[src/rtl/dvp_frame_gen.sv]
// OV7670-style RGB565 DVP frame source with built-in test patterns.
// Every visible change happens on the slot boundary, so bytes are stable across each rising cam_pclk.
module dvp_frame_gen #(
  parameter int H_PIXELS = 20,
  parameter int V_ROWS   = 10,
  parameter int VS_LEAD  = 5,
  parameter int H_BLANK  = 5,
  parameter int V_BLANK  = 20,
  parameter int PCLK_DIV = 2
) (
  input  logic        clk,
  input  logic        rst,
  input  logic        start,
  input  logic        continuous,
  input  logic [1:0]  pattern,
  input  logic [15:0] color_in,
  output logic        cam_vsync,
  output logic        cam_href,
  output logic        cam_pclk,
  output logic [7:0]  cam_data,
  output logic        busy,
  output logic        frame_done,
  output logic [7:0]  frame_count
);

  localparam int ACT_SLOTS = 2 * H_PIXELS;
  localparam int MAX_AB    = (ACT_SLOTS > VS_LEAD) ? ACT_SLOTS : VS_LEAD;
  localparam int MAX_CD    = (H_BLANK > V_BLANK) ? H_BLANK : V_BLANK;
  localparam int SLOT_MAX  = (MAX_AB > MAX_CD) ? MAX_AB : MAX_CD;
  localparam int CW        = $clog2(SLOT_MAX + 1);
  localparam int DW        = $clog2(PCLK_DIV);
  localparam int XW        = $clog2(H_PIXELS);
  localparam int YW        = (V_ROWS > 1) ? $clog2(V_ROWS) : 1;

  typedef enum logic [2:0] {
    S_IDLE   = 3'd0,
    S_LEAD   = 3'd1,
    S_ACTIVE = 3'd2,
    S_HBLANK = 3'd3,
    S_VBLANK = 3'd4
  } state_t;

  state_t        state, state_nx;
  logic [DW-1:0] div;
  logic          slot_end;
  logic [CW-1:0] slot_cnt, cnt_nx;
  logic [YW-1:0] y, y_nx;
  logic          pending, pending_nx;
  logic          latch_cfg;
  logic          done_nx;
  logic [1:0]    pat_q;
  logic [15:0]   color_q;
  logic [XW-1:0] x;
  logic          byte_sel;
  logic [4:0]    x5;
  logic [5:0]    y6;
  logic [15:0]   pix;

  // Free-running slot divider; wraps to 0 on the slot boundary in every state.
  assign slot_end = (div == DW'(PCLK_DIV - 1));
  assign cam_pclk = (div >= DW'(PCLK_DIV / 2));

  always_ff @(posedge clk) begin
    if (rst) div <= '0;
    else if (slot_end) div <= '0;
    else div <= div + DW'(1);
  end

  always_ff @(posedge clk) begin
    if (rst) begin
      state       <= S_IDLE;
      slot_cnt    <= '0;
      y           <= '0;
      pending     <= 1'b0;
      frame_done  <= 1'b0;
      frame_count <= 8'd0;
      pat_q       <= 2'd0;
      color_q     <= 16'h0000;
    end else begin
      state       <= state_nx;
      slot_cnt    <= cnt_nx;
      y           <= y_nx;
      pending     <= pending_nx;
      frame_done  <= done_nx;
      frame_count <= frame_count + {7'd0, done_nx};
      if (latch_cfg) begin
        pat_q   <= pattern;
        color_q <= color_in;
      end
    end
  end

  always_comb begin
    state_nx   = state;
    cnt_nx     = slot_cnt;
    y_nx       = y;
    pending_nx = pending;
    latch_cfg  = 1'b0;
    done_nx    = 1'b0;
    case (state)
      S_IDLE: begin
        // Request is taken on any edge; the frame itself starts on a slot boundary.
        if (pending) begin
          if (slot_end) begin
            state_nx   = S_LEAD;
            cnt_nx     = '0;
            pending_nx = 1'b0;
            latch_cfg  = 1'b1;
          end
        end else if (start || continuous) begin
          pending_nx = 1'b1;
        end
      end
      S_LEAD: begin
        if (slot_end) begin
          if (slot_cnt == CW'(VS_LEAD - 1)) begin
            state_nx = S_ACTIVE;
            cnt_nx   = '0;
            y_nx     = '0;
          end else begin
            cnt_nx = slot_cnt + CW'(1);
          end
        end
      end
      S_ACTIVE: begin
        if (slot_end) begin
          if (slot_cnt == CW'(ACT_SLOTS - 1)) begin
            state_nx = S_HBLANK;
            cnt_nx   = '0;
          end else begin
            cnt_nx = slot_cnt + CW'(1);
          end
        end
      end
      S_HBLANK: begin
        if (slot_end) begin
          if (slot_cnt == CW'(H_BLANK - 1)) begin
            cnt_nx = '0;
            if (y == YW'(V_ROWS - 1)) begin
              state_nx = S_VBLANK;
            end else begin
              state_nx = S_ACTIVE;
              y_nx     = y + YW'(1);
            end
          end else begin
            cnt_nx = slot_cnt + CW'(1);
          end
        end
      end
      S_VBLANK: begin
        if (slot_end) begin
          if (slot_cnt == CW'(V_BLANK - 1)) begin
            done_nx = 1'b1;
            cnt_nx  = '0;
            if (continuous) begin
              state_nx  = S_LEAD;
              latch_cfg = 1'b1;
            end else begin
              state_nx = S_IDLE;
            end
          end else begin
            cnt_nx = slot_cnt + CW'(1);
          end
        end
      end
      default: begin
        state_nx   = S_IDLE;
        cnt_nx     = '0;
        pending_nx = 1'b0;
      end
    endcase
  end

  // Within a row the slot counter doubles as {pixel x, byte select}.
  assign x        = slot_cnt[XW:1];
  assign byte_sel = slot_cnt[0];
  assign x5       = 5'(x);
  assign y6       = 6'(y);

  always_comb begin
    pix = 16'h0000;
    case (pat_q)
      2'd0: pix = color_q;
      2'd1: begin
        if (x < XW'(H_PIXELS / 4))              pix = 16'hF800;
        else if (x < XW'(H_PIXELS / 2))         pix = 16'h07E0;
        else if (x < XW'((3 * H_PIXELS) / 4))   pix = 16'h001F;
        else                                    pix = 16'hFFFF;
      end
      2'd2: pix = {x5, y6, x5 ^ y6[4:0]};
      default: pix = (x5[2] ^ y6[2]) ? color_q : 16'h0000;
    endcase
  end

  assign cam_href  = (state == S_ACTIVE);
  assign cam_vsync = (state == S_LEAD) || (state == S_ACTIVE) || (state == S_HBLANK);
  assign cam_data  = cam_href ? (byte_sel ? pix[7:0] : pix[15:8]) : 8'h00;
  assign busy      = pending || (state != S_IDLE);

endmodule

[config.mk]
export PLATFORM = sky130hd
export DESIGN_NAME = dvp_frame_gen
export DESIGN_NICKNAME = d
export VERILOG_FILES = /design/src/rtl/dvp_frame_gen.sv
export SDC_FILE = /design/constraint.sdc
export NUM_CORES = 1
export LEC_CHECK = 0
export BUFFER_PORTS_ARGS = -buffer_cell sky130_fd_sc_hd__buf_2
export CAP_MARGIN = 5
export CORE_ASPECT_RATIO = 1.25
export CORE_UTILIZATION = 53
export CTS_BUF_LIST = sky130_fd_sc_hd__clkbuf_8
export DETAILED_ROUTE_END_ITERATION = 12
export PLACE_DENSITY = 0.76
export REMOVE_ABC_BUFFERS = 1
export SYNTH_ARGS = -nofsm -noshare
export SYNTH_HDL_FRONTEND = slang
export SYNTH_SLANG_ARGS = --single-unit
export TNS_END_PERCENT = 10
[constraint.sdc]
create_clock -name clk -period 1.9 [get_ports clk]
set_input_delay 0.095 -clock clk [delete_from_list [all_inputs] [get_ports clk]]
set_output_delay 0.095 -clock clk [all_outputs]
set_load 0.02 [all_outputs]
# Yosys cells after proc, flatten, opt, wreduce, memory -nomap -nowiden
# Index checks and enable logic that the tools add are counted.
# Widths: inputs -> output; s select.
[classes]
n_lt_le_gt_ge = 4
bitwise_logic = 2
n_reduce_logical = 14
eq_ne = 22
mux = 48
add_sub_neg = 4
[op_table]
columns = ["operator", "n"]
rows = [
  ["$mux 16", 4],
  ["$mux 6", 8],
  ["$pmux 16 s3", 1],
  ["$mux 3", 11],
  ["$pmux 6 s4", 1],
  ["$mux 4", 5],
  ["$ne 2x2->1 const B", 9],
  ["$mux 8", 2],
  ["$pmux 3 s5", 1],
  ["$mux 1", 12],
  ["$lt 5x4->1 const B", 2],
  ["$reduce_and 10->1", 1],
  ["$add 8x1->8", 1],
  ["$pmux 4 s2", 1],
  ["$add 6x1->6 const B", 1],
  ["$eq 3x2->1 const B", 2],
  ["$eq 6x3->1 const B", 1],
  ["$eq 6x5->1 const B", 1],
  ["$eq 6x6->1 const B", 1],
  ["$ne 2x1->1 const B", 3],
  ["$reduce_and 6->1", 1],
  ["$lt 5x3->1 const B", 1],
  ["$reduce_and 5->1", 1],
  ["$xor 5x4->5", 1],
  ["17 further kinds", 22],
]
[totals]
elab_cells = 103
input_bits = 22
regBits = 42
out_inout_bits = 21

# Depth between registers and ports, before layout
# Gate-level depths: netlist of run 1.
[logic_depth]
ltp_word = 7
depth_mapped = 10
ltp_nobuf = 9

# Worst setup path after synthesis of run 1
# Ideal clock, no wire load.
[synth_path]
kind = "flip-flop to output port"
from = "register slot_cnt[4]"
to = "output cam_data[7]"
path_buffers = 1
t_required_ns = 1.805
arrival_time_ns = 1.786
path_stages_with_launch = 7
path_slack_ns = 0.019
path_cell_list = "dfxtp_1 buf_4 nor3b_1 a2111oi_4 a211oi_1 a21oi_1 a221oi_1"
[synth_between]
elab_chain_len = 7
[synth_lines]
columns = ["element", "line_no", "rtl"]
rows = [
  ["start: declaration", "46", "logic [CW-1:0] slot_cnt, cnt_nx;"],
  ["start signal: assignment", "81", "slot_cnt <= cnt_nx;"],
  ["$lt 5x4->1", "187", "else if (x < XW'((3 * H_PIXELS) / 4)) pix = 16'h001F;"],
  ["$mux 16", "187", ""],
  ["$mux 16", "186", "else if (x < XW'(H_PIXELS / 2)) pix = 16'h07E0;"],
  ["$mux 16 *", "185", "if (x < XW'(H_PIXELS / 4)) pix = 16'hF800;"],
  ["$pmux 16 s3 *", "182", "case (pat_q)"],
  ["$mux 8 * (2 in a row)", "197", "assign cam_data = cam_href ? (byte_sel ? pix[7:0] : pix[15:8]) : 8'h00;"],
  ["end: declaration", "20", "output logic [7:0] cam_data,"],
]
# Every way passes the cells marked *; elsewhere a longest branch is shown, timed or not.

# Worst setup path after layout of run 1
[layout_path]
from = "register slot_cnt[3]"
to = "output cam_data[7]"
[layout_between]
elab_chain_len = 7
[layout_lines]
columns = ["element", "line_no"]
rows = [
  ["$lt 5x4->1", "187"],
  ["$mux 16", "187"],
  ["$mux 16", "186"],
  ["$mux 16", "185"],
  ["$pmux 16 s3 *", "182"],
  ["$mux 8 * (2 in a row)", "197"],
]
# Marked as above.

==> results of run 1 <==
per-stage QoR:
stage,hold WS (ns),setup slack (ns),std cells
finish,0.0158,-0.123,424
global placement,0.324,0.0512,413
global route,0.0149,-0.216,424
CTS,0.0129,-0.0797,424
floorplan,0.162,-0.578,284
detailed placement,0.331,-0.0595,413
report_power, final:
group	total, uW	internal [uW]	switching (uW)
Combinational	388	166	222
Clock	643	299	344
Sequential	942	914	28.7
how the worst min path moves through the flow:
stage / from / end / slack (ns) / cells after the start
floorplan: rst / div$_SDFF_PP0_ / 0.16 / 1
global placement: color_in[7] / color_q[7]$_SDFFE_PP0P_ / 0.32 / 3
detailed placement: color_in[13] / color_q[13]$_SDFFE_PP0P_ / 0.33 / 3
CTS: color_in[2] / color_q[2]$_SDFFE_PP0P_ / 0.01 / 3
global route: color_in[9] / color_q[9]$_SDFFE_PP0P_ / 0.01 / 3
finish: color_in[9] / color_q[9]$_SDFFE_PP0P_ / 0.02 / 3
registers in the layout (all words and copies together) (netlist names):
register	cells
pending	1
state	3
slot_cnt	6
frame_count	8
div	1
color_q	16
frame_done	1
pat_q	2
y	4
synthesized netlist by cell type, drive strengths merged (9+ instances only):
| cell type | count |
|---|---|
| inv | 10 |
| buf | 11 |
| nor2 | 38 |
| dfxtp | 42 |
| mux2i | 18 |
| nand3 | 14 |
| clkbuf | 11 |
| o21ai | 22 |
| a221oi | 9 |
| nand2 | 21 |
| a21oi | 18 |
| nor2b | 9 |
placed cells by master (no fill, tap or decap), drive strengths merged, types with 3 or more instances in the layout:
master | netlist | layout
a211oi | 3 | 3
a21oi | 18 | 18
a221oi | 9 | 9
and2 | 3 | 3
and3 | 5 | 5
buf | 11 | 74
clkbuf | 11 | 6
dfxtp | 42 | 42
ha | 6 | 6
inv | 10 | 11
mux2i | 18 | 18
nand2 | 21 | 21
nand2b | 8 | 8
nand3 | 14 | 14
nor2 | 38 | 38
nor2b | 9 | 9
nor3 | 7 | 7
nor3b | 5 | 5
o21ai | 22 | 22
or3 | 3 | 3
or4 | 3 | 3
xnor2 | 4 | 4
xor2 | 8 | 8
routing by layer:
| layer | vias to the layer above | wire, um | track usage, % |
|---|---|---|---|
| met1 | 1134 | 2670 | 29.7 |
| met5 | - | 0 | 0 |
| met3 | 7 | 243 | 2.59 |
| met4 | 0 | 105 | 10.9 |
| li1 | 1203 | - | - |
| met2 | 60 | 3110 | 44.1 |
critical path: stages (launching register included):
cell,delay [ns]
dfxtp_2,0.34
buf_12,0.14
and2_4,0.17
a2111oi_4,0.39
a211oi_2,0.14
a21oi_2,0.19
a221oi_2,0.08
buf_2,0.17
what timing repair did:
action                                  4_1_cts  5_1_grt
pin swaps                                     7        3
setup buffers                                 3        0
gates resized for setup                      13       13
endpoints found under the setup margin       12       16
layout make-up:
| type | count | area (um^2) | area share [%] |
|---|---|---|---|
| Sequential cell | 42 | 848 | 27.1 |
| Timing Repair Buffer | 74 | 470 | 15.0 |
| Multi-Input combinational cell | 232 | 1600 | 51.2 |
| Tap cell | 58 | 72.6 | 2.32 |
| Clock buffer | 6 | 82.6 | 2.64 |
| Clock inverter | 2 | 16.3 | 0.520 |
| Inverter | 10 | 37.5 | 1.20 |
logic make-up after synthesis:
kind of cell,count (synthesis),synth area share [%]
compound gates,72,19.4
xor+xnor,12,4.44
fa+ha+maj,6,2.96
buf+inv,32,6.66
flops,42,33.1
mux,19,7.54
simple gates,123,25.9
==> metrics.md, run 1 <==
| Metric | Value |
|---|---|
| Final setup vio count | `7` |
| DRT Wirelength | `slightly above 6 mm` |
| Final HPWL DP | `4.31 mm` |
| Number of DRC markers in iteration 0 | `approximately 130` |
| Least-Margin Pin Slew | `~0.67 ns` |
| Clk Tree Root Cell | `clkbuf_8` |
| Port Buf Inserts | `42` |
| RSZ-0062 raised after global routing | `yes` |
| Sequential share of the synthesized area | `between 30% and 40%` |
| Pwr Total | `between 1500 and 2000 uW` |
| Total GRT Usage | `between 20% and 30%` |
| Dpl cell area | `between 2000 and 3000 um^2` |
| Final Core Density | `~70%` |
| Overflow after GRT | `0` |
| Fin area | `3130 um^2` |
| Max rail drop VDD | `568 uV` |
| Share of cells above drive strength 1 | `between 30% and 40%` |
| Area growth syn-to-layout | `23.3%` |
| Kind of critical path | `register to primary output` |
| Fillcell total | `~360` |
| Total iterations of the first detailed-routing run | `5` |
| CTS Sinks | `42` |
| Worst hold path class | `primary input to register` |
| Pwr/cell area | `between 600 and 700 nW/um^2` |
| First-pass GRT wire length | `9.89 mm` |
| Worst setup SP type | `register` |
| Worst R2R End | `slot_cnt[3]$_SDFFE_PP0P_` |
| DRC viols | `0` |
| Clock Pin Slew Worst Setup and Hold Paths | `0.09 ns` |
| Worst Path Arrival | `just under 2 ns` |
| Skew final | `roughly 0.0054 ns` |
| Avg Vias per Cell | `about 5.7` |
| PnR worst setup slack | `-0.123 ns` |
| Worst r2r path cells | `6` |
| Worst Path Required | `approximately 1.8 ns` |
| Mapped Area | `about 2500 um^2` |
| Slew HR | `55.4%` |
| Slew Viols, Final | `0` |
| Top Ports | `43` |
| CTS Buffer Depth | `2` |
| Die area | `between 5000 and 6000 um^2` |
| Vias | `between 2000 and 2500` |
| Top cells by area, synth | `dfxtp_1, mux2i_1, nor2_1, o21ai_0, a21oi_1` |
| Worst skew pair latency | `around 0.31 ns` |
| Synth unique cells | `56` |
| Initial antenna violation count | `0` |
| Final Hold Fails | `0` |
| Worst reg-to-reg setup slack | `roughly 0.050 ns` |
| Die Ht | `roughly 80 um` |
| CP max FO | `9` |
| Yosys top cell area share | `33.1%` |
| Ys Warns | `0` |
| Chip Width | `63.9 um` |
| Violated checks | `setup timing` |
| Starting density of the core | `approximately 56%` |
| Lkg Pwr | `around 0.0014 uW` |
| Yosys top cell by area | `dfxtp_1` |
| CTS Buf Count | `5` |
| Max_cap viols | `0` |
| Setup TNS | `-0.490 ns` |
| Status | `finished with violations` |
| FFs w/ async S/R, synth | `0%` |
| Average routed wire per standard cell | `14.5 um` |
| Rows | `27` |
| Worst reg2reg startpoint | `slot_cnt[1]$_SDFFE_PP0P_` |
| Nets | `about 390` |
| Crit path time final | `about 2.0 ns` |
| Crit end category | `primary output` |
| Critical Path Source | `slot_cnt[3]$_SDFFE_PP0P_` |
| GPL Wtd Cong | `0.906` |
| Avg Cell Area, Syn | `8.29 um^2` |
| Antenna viol nets, final | `0` |
| Achievable clock frequency | `~0.49 GHz` |
| Post-synth EDFFs | `0` |
| Largest net degree at the start of global routing | `26` |
| Diode count | `0` |
| H-tree depth | `2` |
| Final period util | `106%` |
| Main flop type after synthesis | `dfxtp_1` |
| CTS tree | `yes` |
| Post-CTS Hold Buffers | `0` |
| Cells after Synth | `around 300` |
| CORE AREA | `4490 um^2` |
| Flip-flop and latch count after synthesis | `between 40 and 50` |
| Vias in the first global route | `between 2000 and 2500` |
| Setup crit end | `cam_data[7]` |
No activity file was read; power rests on OpenSTA's default activity.
==> run 2: changes to the inputs <==
==> config.mk (replaced) <==
export PLATFORM = sky130hd
export DESIGN_NAME = dvp_frame_gen
export DESIGN_NICKNAME = d
export VERILOG_FILES = /design/src/rtl/dvp_frame_gen.sv
export SDC_FILE = /design/constraint.sdc
export NUM_CORES = 1
export LEC_CHECK = 0
export CAP_MARGIN = 5
export CORE_UTILIZATION = 55
export CTS_BUF_LIST = sky130_fd_sc_hd__clkbuf_8
export DETAILED_ROUTE_END_ITERATION = 12
export DONT_BUFFER_PORTS = 1
export PLACE_DENSITY = 0.7
export REMOVE_ABC_BUFFERS = 1
export SYNTH_ARGS = -nofsm -noshare
export SYNTH_HDL_FRONTEND = slang
export SYNTH_SLANG_ARGS = --single-unit
export TNS_END_PERCENT = 20
==> run 2 against run 1 <==
  * Routed wire length is 4.6% higher
  * Largest power group unchanged
  * Critical path depth stayed put
  * Clock skew is 0.0041 ns higher
  * Combinational power is 10% higher
  * Sequential share of layout area is 1.2 points lower
  * Final cell count is 4.2% lower
  * The flow still finishes with violations (setup timing)
==> metrics.md, run 2 (synthesis results as in run 1) <==
| Metric | Value |
|---|---|
| H-tree depth | `2 (unchanged)` |
| CTS Buffer Depth | `2 (unchanged)` |
| Top Ports | `43 (unchanged)` |
| DRT Wirelength | `6.42 mm (+4.6%)` |
| Share of cells above drive strength 1 | `26.8% (-4.3 points)` |
| Final Hold Fails | `0 (unchanged)` |
| Total GRT Usage | `26.4% (+1.7 points)` |
| Largest registers | `color_q x16, frame_count x8, slot_cnt x6` |
| Nets | `381 (-3.1%)` |
| GPL Wtd Cong | `0.876 (-3.3%)` |
| First-pass GRT wire length | `10.6 mm (+6.8%)` |
| Rows | `24 (-11%)` |
| Slew Viols, Final | `0 (unchanged)` |
| Pwr/cell area | `601 nW/um^2 (-4.8%)` |
| CP max FO | `9 (unchanged)` |
| DRC viols | `0 (unchanged)` |
| Vias | `2423 (+0.79%)` |
| Max reg flops | `16 (unchanged)` |
| Average routed wire per standard cell | `15.8 um (+9.3%)` |
| Least-Margin Pin Slew | `0.884 ns (+0.216 ns)` |
| Port Buf Inserts | `0 (-100%)` |
| Worst skew pair latency | `0.30 ns (about the same)` |
| Final HPWL DP | `4.15 mm (-3.9%)` |
| Worst hold path class | `primary input to register` |
| Avg Vias per Cell | `5.97 (+5.3%)` |
| Skew final | `0.00944 ns (+0.00407 ns)` |
| Diode count | `0 (unchanged)` |
| Die Ht | `69.9 um (-12%)` |
| Lkg Pwr | `0.00136 uW (-4.2%)` |
| Clock Pin Slew Worst Setup and Hold Paths | `0.09 ns (about the same)` |
| CTS tree | `yes` |
| Total iterations of the first detailed-routing run | `4 (-1)` |
| Status | `finished with violations` |
| Die area | `4890 um^2 (-3.6%)` |
| Kind of critical path | `register to primary output` |
| Max rail drop VDD | `579 uV (+2.0%)` |
| Commonest non-fill, non-tap cell in the layout | `dfxtp_1` |
| Crit path time final | `2.07 ns (+0.0510 ns)` |
| Clk Tree Root Cell | `clkbuf_8` |
| Crit end category | `primary output` |
| Final Core Density | `74.5% (+4.8 points)` |
| Worst setup SP type | `register` |
| CORE AREA | `4380 um^2 (-2.4%)` |
| RSZ-0062 raised after global routing | `yes` |
| PnR worst setup slack | `-0.174 ns (-0.0510 ns)` |
| Area growth syn-to-layout | `28.6%` |
| Number of DRC markers in iteration 0 | `149 (+13%)` |
| Initial antenna violation count | `0 (unchanged)` |
| Overflow after GRT | `0 (unchanged)` |
| Final period util | `109% (+2.7 points)` |
| Min Hold Slack | `0.0308 ns (+0.0150 ns)` |
| CTS Sinks | `42 (unchanged)` |
| Largest net degree at the start of global routing | `41 (+58%)` |
| Vias in the first global route | `2371 (+6.8%)` |
| Starting density of the core | `57.9% (+1.4 points)` |
| Worst Path Required | `1.80 ns (about the same)` |
| CTS Buf Count | `5 (unchanged)` |
| Most frequent cells in the layout | `dfxtp_1, nor2_1, buf_4` |
| Antenna viol nets, final | `0 (unchanged)` |
| Slew HR | `41.1% (-14 points)` |
| Violated checks | `setup timing` |
| Chip Width | `69.9 um (+9.4%)` |
| Worst Path Arrival | `1.98 ns (+0.05 ns)` |
| Reg with most FFs | `color_q` |
| Achievable clock frequency | `0.482 GHz (-2.5%)` |
| Final setup vio count | `8 (+1)` |
| Max_cap viols | `0 (unchanged)` |
-- run 2: cell type report --
class,instances,area (um^2)
tap,52,65.1
clock buffer,5,68.8
fill,323,1120
multi-input combinational,232,1650
timing repair buffer,62,572
inverter,10,37.5
clock inverter,3,21.3
sequential,42,846
-- run 2: critical path: stages (launching register included) --
cell	delay, ns
dfxtp_2	0.34
buf_12	0.14
and2_4	0.17
a2111oi_4	0.39
a211oi_1	0.14
a21oi_1	0.21
a221oi_1	0.11
buf_4	0.18
-- run 2: final timing paths --
| path | from | endpoint | slack [ns] | depth (start not counted) |
|---|---|---|---|---|
| setup / recovery | slot_cnt[3]$_SDFFE_PP0P_ | cam_data[7] | -0.17 | 7 |
| setup reg to reg | slot_cnt[2]$_SDFFE_PP0P_ | frame_count[5]$_SDFF_PP0_ | 0.06 | 7 |
| hold / removal | start | pending$_SDFFE_PP0N_ | 0.03 | 3 |
| hold reg to reg | color_q[1]$_SDFFE_PP0P_ | color_q[1]$_SDFFE_PP0P_ | 0.52 | 2 |
-- run 2: metrics by stage --
| step | setup WS, ns | instance area [um^2] | TNS (ns) | total power (uW) | instances |
|---|---|---|---|---|---|
| 2_1_floorplan | -0.578 | 2410 | -10.63 | 1180 | 284 |
| 3_3_place_gp | 0.0514 | 2780 | 0 | 1290 | 373 |
| 3_5_place_dp | 0.0224 | 2780 | 0 | 1300 | 373 |
| 4_1_cts | -0.110 | 3140 | -0.316 | 1940 | 403 |
| 5_1_grt | -0.257 | 3260 | -1.61 | 2040 | 406 |
| 6_report | -0.174 | 3260 | -0.851 | 1960 | 406 |
-- run 2: routing by layer --
metal	wire [um]	global-route usage, %	part of all wire (%)	vias to the layer above
met4	135	6.44	2.1	0
li1	-	-	-	1180
met2	3110	45.4	48	76
met3	357	5.19	5.6	17
met1	2810	34.0	44	1150
met5	0	0	0	-
-- run 2: timing repair --
item,in CTS,in global routing
buffers inserted,3,3
pin swaps,5,8
hold buffers,19,0
endpoints found under the hold margin,39,0
setup endpoints to repair,9,17
resized for setup,12,24
-- run 2: power by group --
part / switching (uW) / internal (uW) / leakage, uW
Clock: 334 / 258 / 0.0000441
Combinational: 239 / 190 / 0.000973
Sequential: 26.8 / 913 / 0.000342
==> run 3: changes to the inputs <==
--- a/config.mk
+++ b/config.mk
@@ -11,6 +11,7 @@
 export DETAILED_ROUTE_END_ITERATION = 12
 export DONT_BUFFER_PORTS = 1
 export PLACE_DENSITY = 0.7
+export RECOVER_POWER = 25
 export REMOVE_ABC_BUFFERS = 1
 export SYNTH_ARGS = -nofsm -noshare
 export SYNTH_HDL_FRONTEND = slang
==> run 3 against run 2 <==
  * First-iteration DRC count increased by 4.7%
  * Fmax decreased by 0.35%
  * The run still ends with setup timing left
  * Clock power about the same
==> metrics.md, run 3 (synthesis results as in run 1) <==
| Metric | Value |
|---|---|
| Worst Path Required | `1.80 ns (about the same)` |
| Min Hold Slack | `0.0322 ns (+0.00144 ns)` |
| DRC viols | `0 (unchanged)` |
| Starting density of the core | `57.9% (unchanged)` |
| Final Hold Fails | `0 (unchanged)` |
| Slew Viols, Final | `0 (unchanged)` |
| Logic gate share of total power | `21.8% (about the same)` |
| Switching Fraction | `30.5% (-0.10 points)` |
| Worst reg2reg startpoint | `slot_cnt[2]$_SDFFE_PP0P_` |
| Final setup vio count | `8 (unchanged)` |
| Vias in the first global route | `2371 (unchanged)` |
| CTS Sinks | `42 (unchanged)` |
| Setup TNS | `-0.870 ns (-0.0189 ns)` |
| Largest net degree at the start of global routing | `41 (unchanged)` |
| Chip Width | `69.9 um (unchanged)` |
| Lkg Pwr | `0.00136 uW (-0.29%)` |
| DRT Wirelength | `6.42 mm (+0.14%)` |
| Total GRT Usage | `26.4% (unchanged)` |
| Worst r2r path cells | `7 (unchanged)` |
| Initial antenna violation count | `0 (unchanged)` |
| CTS Buffer Depth | `2 (unchanged)` |
| H-tree depth | `2 (unchanged)` |
| Final HPWL DP | `4.15 mm (unchanged)` |
| Reg with most FFs | `color_q` |
| Switching power | `596 uW (-0.59%)` |
| Violated checks | `setup timing` |
| Achievable clock frequency | `0.480 GHz (-0.35%)` |
| Clock Pin Slew Worst Setup and Hold Paths | `0.09 ns (about the same)` |
| PnR worst setup slack | `-0.182 ns (-0.00729 ns)` |
| Least-Margin Pin Slew | `0.890 ns (+0.00644 ns)` |
| Pwr Total | `1960 uW (-0.25%)` |
| Number of DRC markers in iteration 0 | `156 (+4.7%)` |
| Max reg flops | `16 (unchanged)` |
| RSZ-0062 raised after global routing | `yes` |
| GPL Wtd Cong | `0.876 (unchanged)` |
| Overflow after GRT | `0 (unchanged)` |
| Most frequent cells in the layout | `dfxtp_1, nor2_1, buf_4` |
| Commonest non-fill, non-tap cell in the layout | `dfxtp_1` |
| Avg Vias per Cell | `5.97 (about the same)` |
| Clk Tree Root Cell | `clkbuf_8` |
| Final period util | `110% (+0.38 points)` |
| Status | `finished with violations` |
| Crit path time final | `2.08 ns (+0.00729 ns)` |
| Worst skew pair latency | `0.30 ns (about the same)` |
| Nets | `381 (unchanged)` |
| Worst R2R End | `frame_count[5]$_SDFF_PP0_` |
| Pwr/cell area | `601 nW/um^2 (about the same)` |
| Critical Path Source | `slot_cnt[3]$_SDFFE_PP0P_` |
| Crit path largest cell delay | `0.38 ns (about the same)` |
| Diode count | `0 (unchanged)` |
| Worst reg-to-reg setup slack | `0.02 ns (-0.04 ns)` |
| Worst hold path class | `primary input to register` |
| Crit-path cells | `buf_12 -> and2_4 -> a2111oi_4 -> a211oi_1 -> a21oi_1 -> a221oi_1 -> buf_4` |
| Internal | `1360 uW (about the same)` |
| Share of cells above drive strength 1 | `26.3% (-0.56 points)` |
| Clock network fraction of design power | `30.1% (about the same)` |
| Vias | `2422 (-0.041%)` |
| Slowest-stage cell, CP | `a2111oi_4` |
| CP max FO | `9 (unchanged)` |
| Max rail drop VDD | `574 uV (-0.83%)` |
| Die area | `4890 um^2 (unchanged)` |
| Average routed wire per standard cell | `15.8 um (+0.14%)` |
| Rows | `24 (unchanged)` |
| Worst setup SP type | `register` |
| Hold Path Cell Cnt | `3 (unchanged)` |
| CTS Buf Count | `5 (unchanged)` |
| Slew HR | `40.6% (-0.43 points)` |
| Largest registers | `color_q x16, frame_count x8, slot_cnt x6` |
| Worst Path Arrival | `1.99 ns (about the same)` |
| Kind of critical path | `register to primary output` |
| Skew final | `0.00980 ns (+0.000355 ns)` |
| Die Ht | `69.9 um (unchanged)` |
| Crit end category | `primary output` |
| Area growth syn-to-layout | `28.3%` |
| Max_cap viols | `0 (unchanged)` |
| Top Ports | `43 (unchanged)` |
| Setup crit end | `cam_data[7]` |
| Port Buf Inserts | `0 (unchanged)` |
| CTS tree | `yes` |
| First-pass GRT wire length | `10.6 mm (unchanged)` |
| Sequential Power Share | `48.1% (+0.2 points)` |
| Total iterations of the first detailed-routing run | `4 (unchanged)` |
| Antenna viol nets, final | `0 (unchanged)` |
| CORE AREA | `4380 um^2 (unchanged)` |
[run 3: changes by cell type in the layout (fill, tap and decap cells not counted), sizes merged]
cell | before | now
clkbuf | 5 | 6
buf | 44 | 43
[run 3: per-layer routing]
metal / wire (um) / vias to the layer above / GRT usage (%)
met5: 0 / - / 0
met3: 391 / 13 / 5.19
li1: - / 1181 / -
met2: 3120 / 83 / 45.4
met1: 2800 / 1145 / 34.0
met4: 120 / 0 / 6.44
[run 3: worst max-delay path, delay by kind of cell (launching register included)]
kind	cells	cell delay (ns)
flip-flops	1	0.34
AO/OA/AOI/OAI	4	0.85
AND/OR/NAND/NOR	1	0.17
buffers and inverters	2	0.32
[run 3: area by class of cell]
type / instances / area, um^2
clock buffer: 5 / 68.8
sequential: 42 / 846
tap: 52 / 65.1
inverter: 10 / 37.5
timing repair buffer: 62 / 568
fill: 323 / 1130
clock inverter: 3 / 21.3
multi-input combinational: 232 / 1650
[run 3: how the worst min path moves through the flow]
| stage | from | end | slack (ns) |
|---|---|---|---|
| 6_report | start | pending$_SDFFE_PP0N_ | 0.03 |
| 3_3_place_gp | rst | div$_SDFF_PP0_ | 0.17 |
| 3_5_place_dp | rst | div$_SDFF_PP0_ | 0.17 |
| 2_1_floorplan | rst | div$_SDFF_PP0_ | 0.16 |
| 5_1_grt | rst | slot_cnt[4]$_SDFFE_PP0P_ | 0.07 |
| 4_1_cts | start | pending$_SDFFE_PP0N_ | 0.03 |
[run 3: repair_timing]
item | CTS | global route
buffers inserted | 3 | 3
pin swaps | 5 | 8
resized for setup | 12 | 24
endpoints found under the setup margin | 9 | 17
hold buffers | 19 | 0
hold endpoints to repair | 39 | 0
[run 3: power by group through the flow]
stage               Combinational [uW]  Sequential [uW]  Clock (uW)
global route                       462              945         633
detailed placement                 346              958           0
CTS                                400              938         600
floorplan                          214              971           0
global placement                   338              957           0
finish                             427              940         590
[run 3: stage by stage]
stage / setup slack (ns) / utilization [%] / instance area [um^2] / instances
after detailed placement: 0.0224 / 63.4 / 2780 / 373
after floorplan: -0.578 / - / 2410 / 284
final: -0.182 / 74.3 / 3260 / 406
after global placement: 0.0514 / 63.4 / 2780 / 373
after CTS: -0.110 / 71.5 / 3140 / 403
after global routing: -0.257 / 74.3 / 3260 / 406
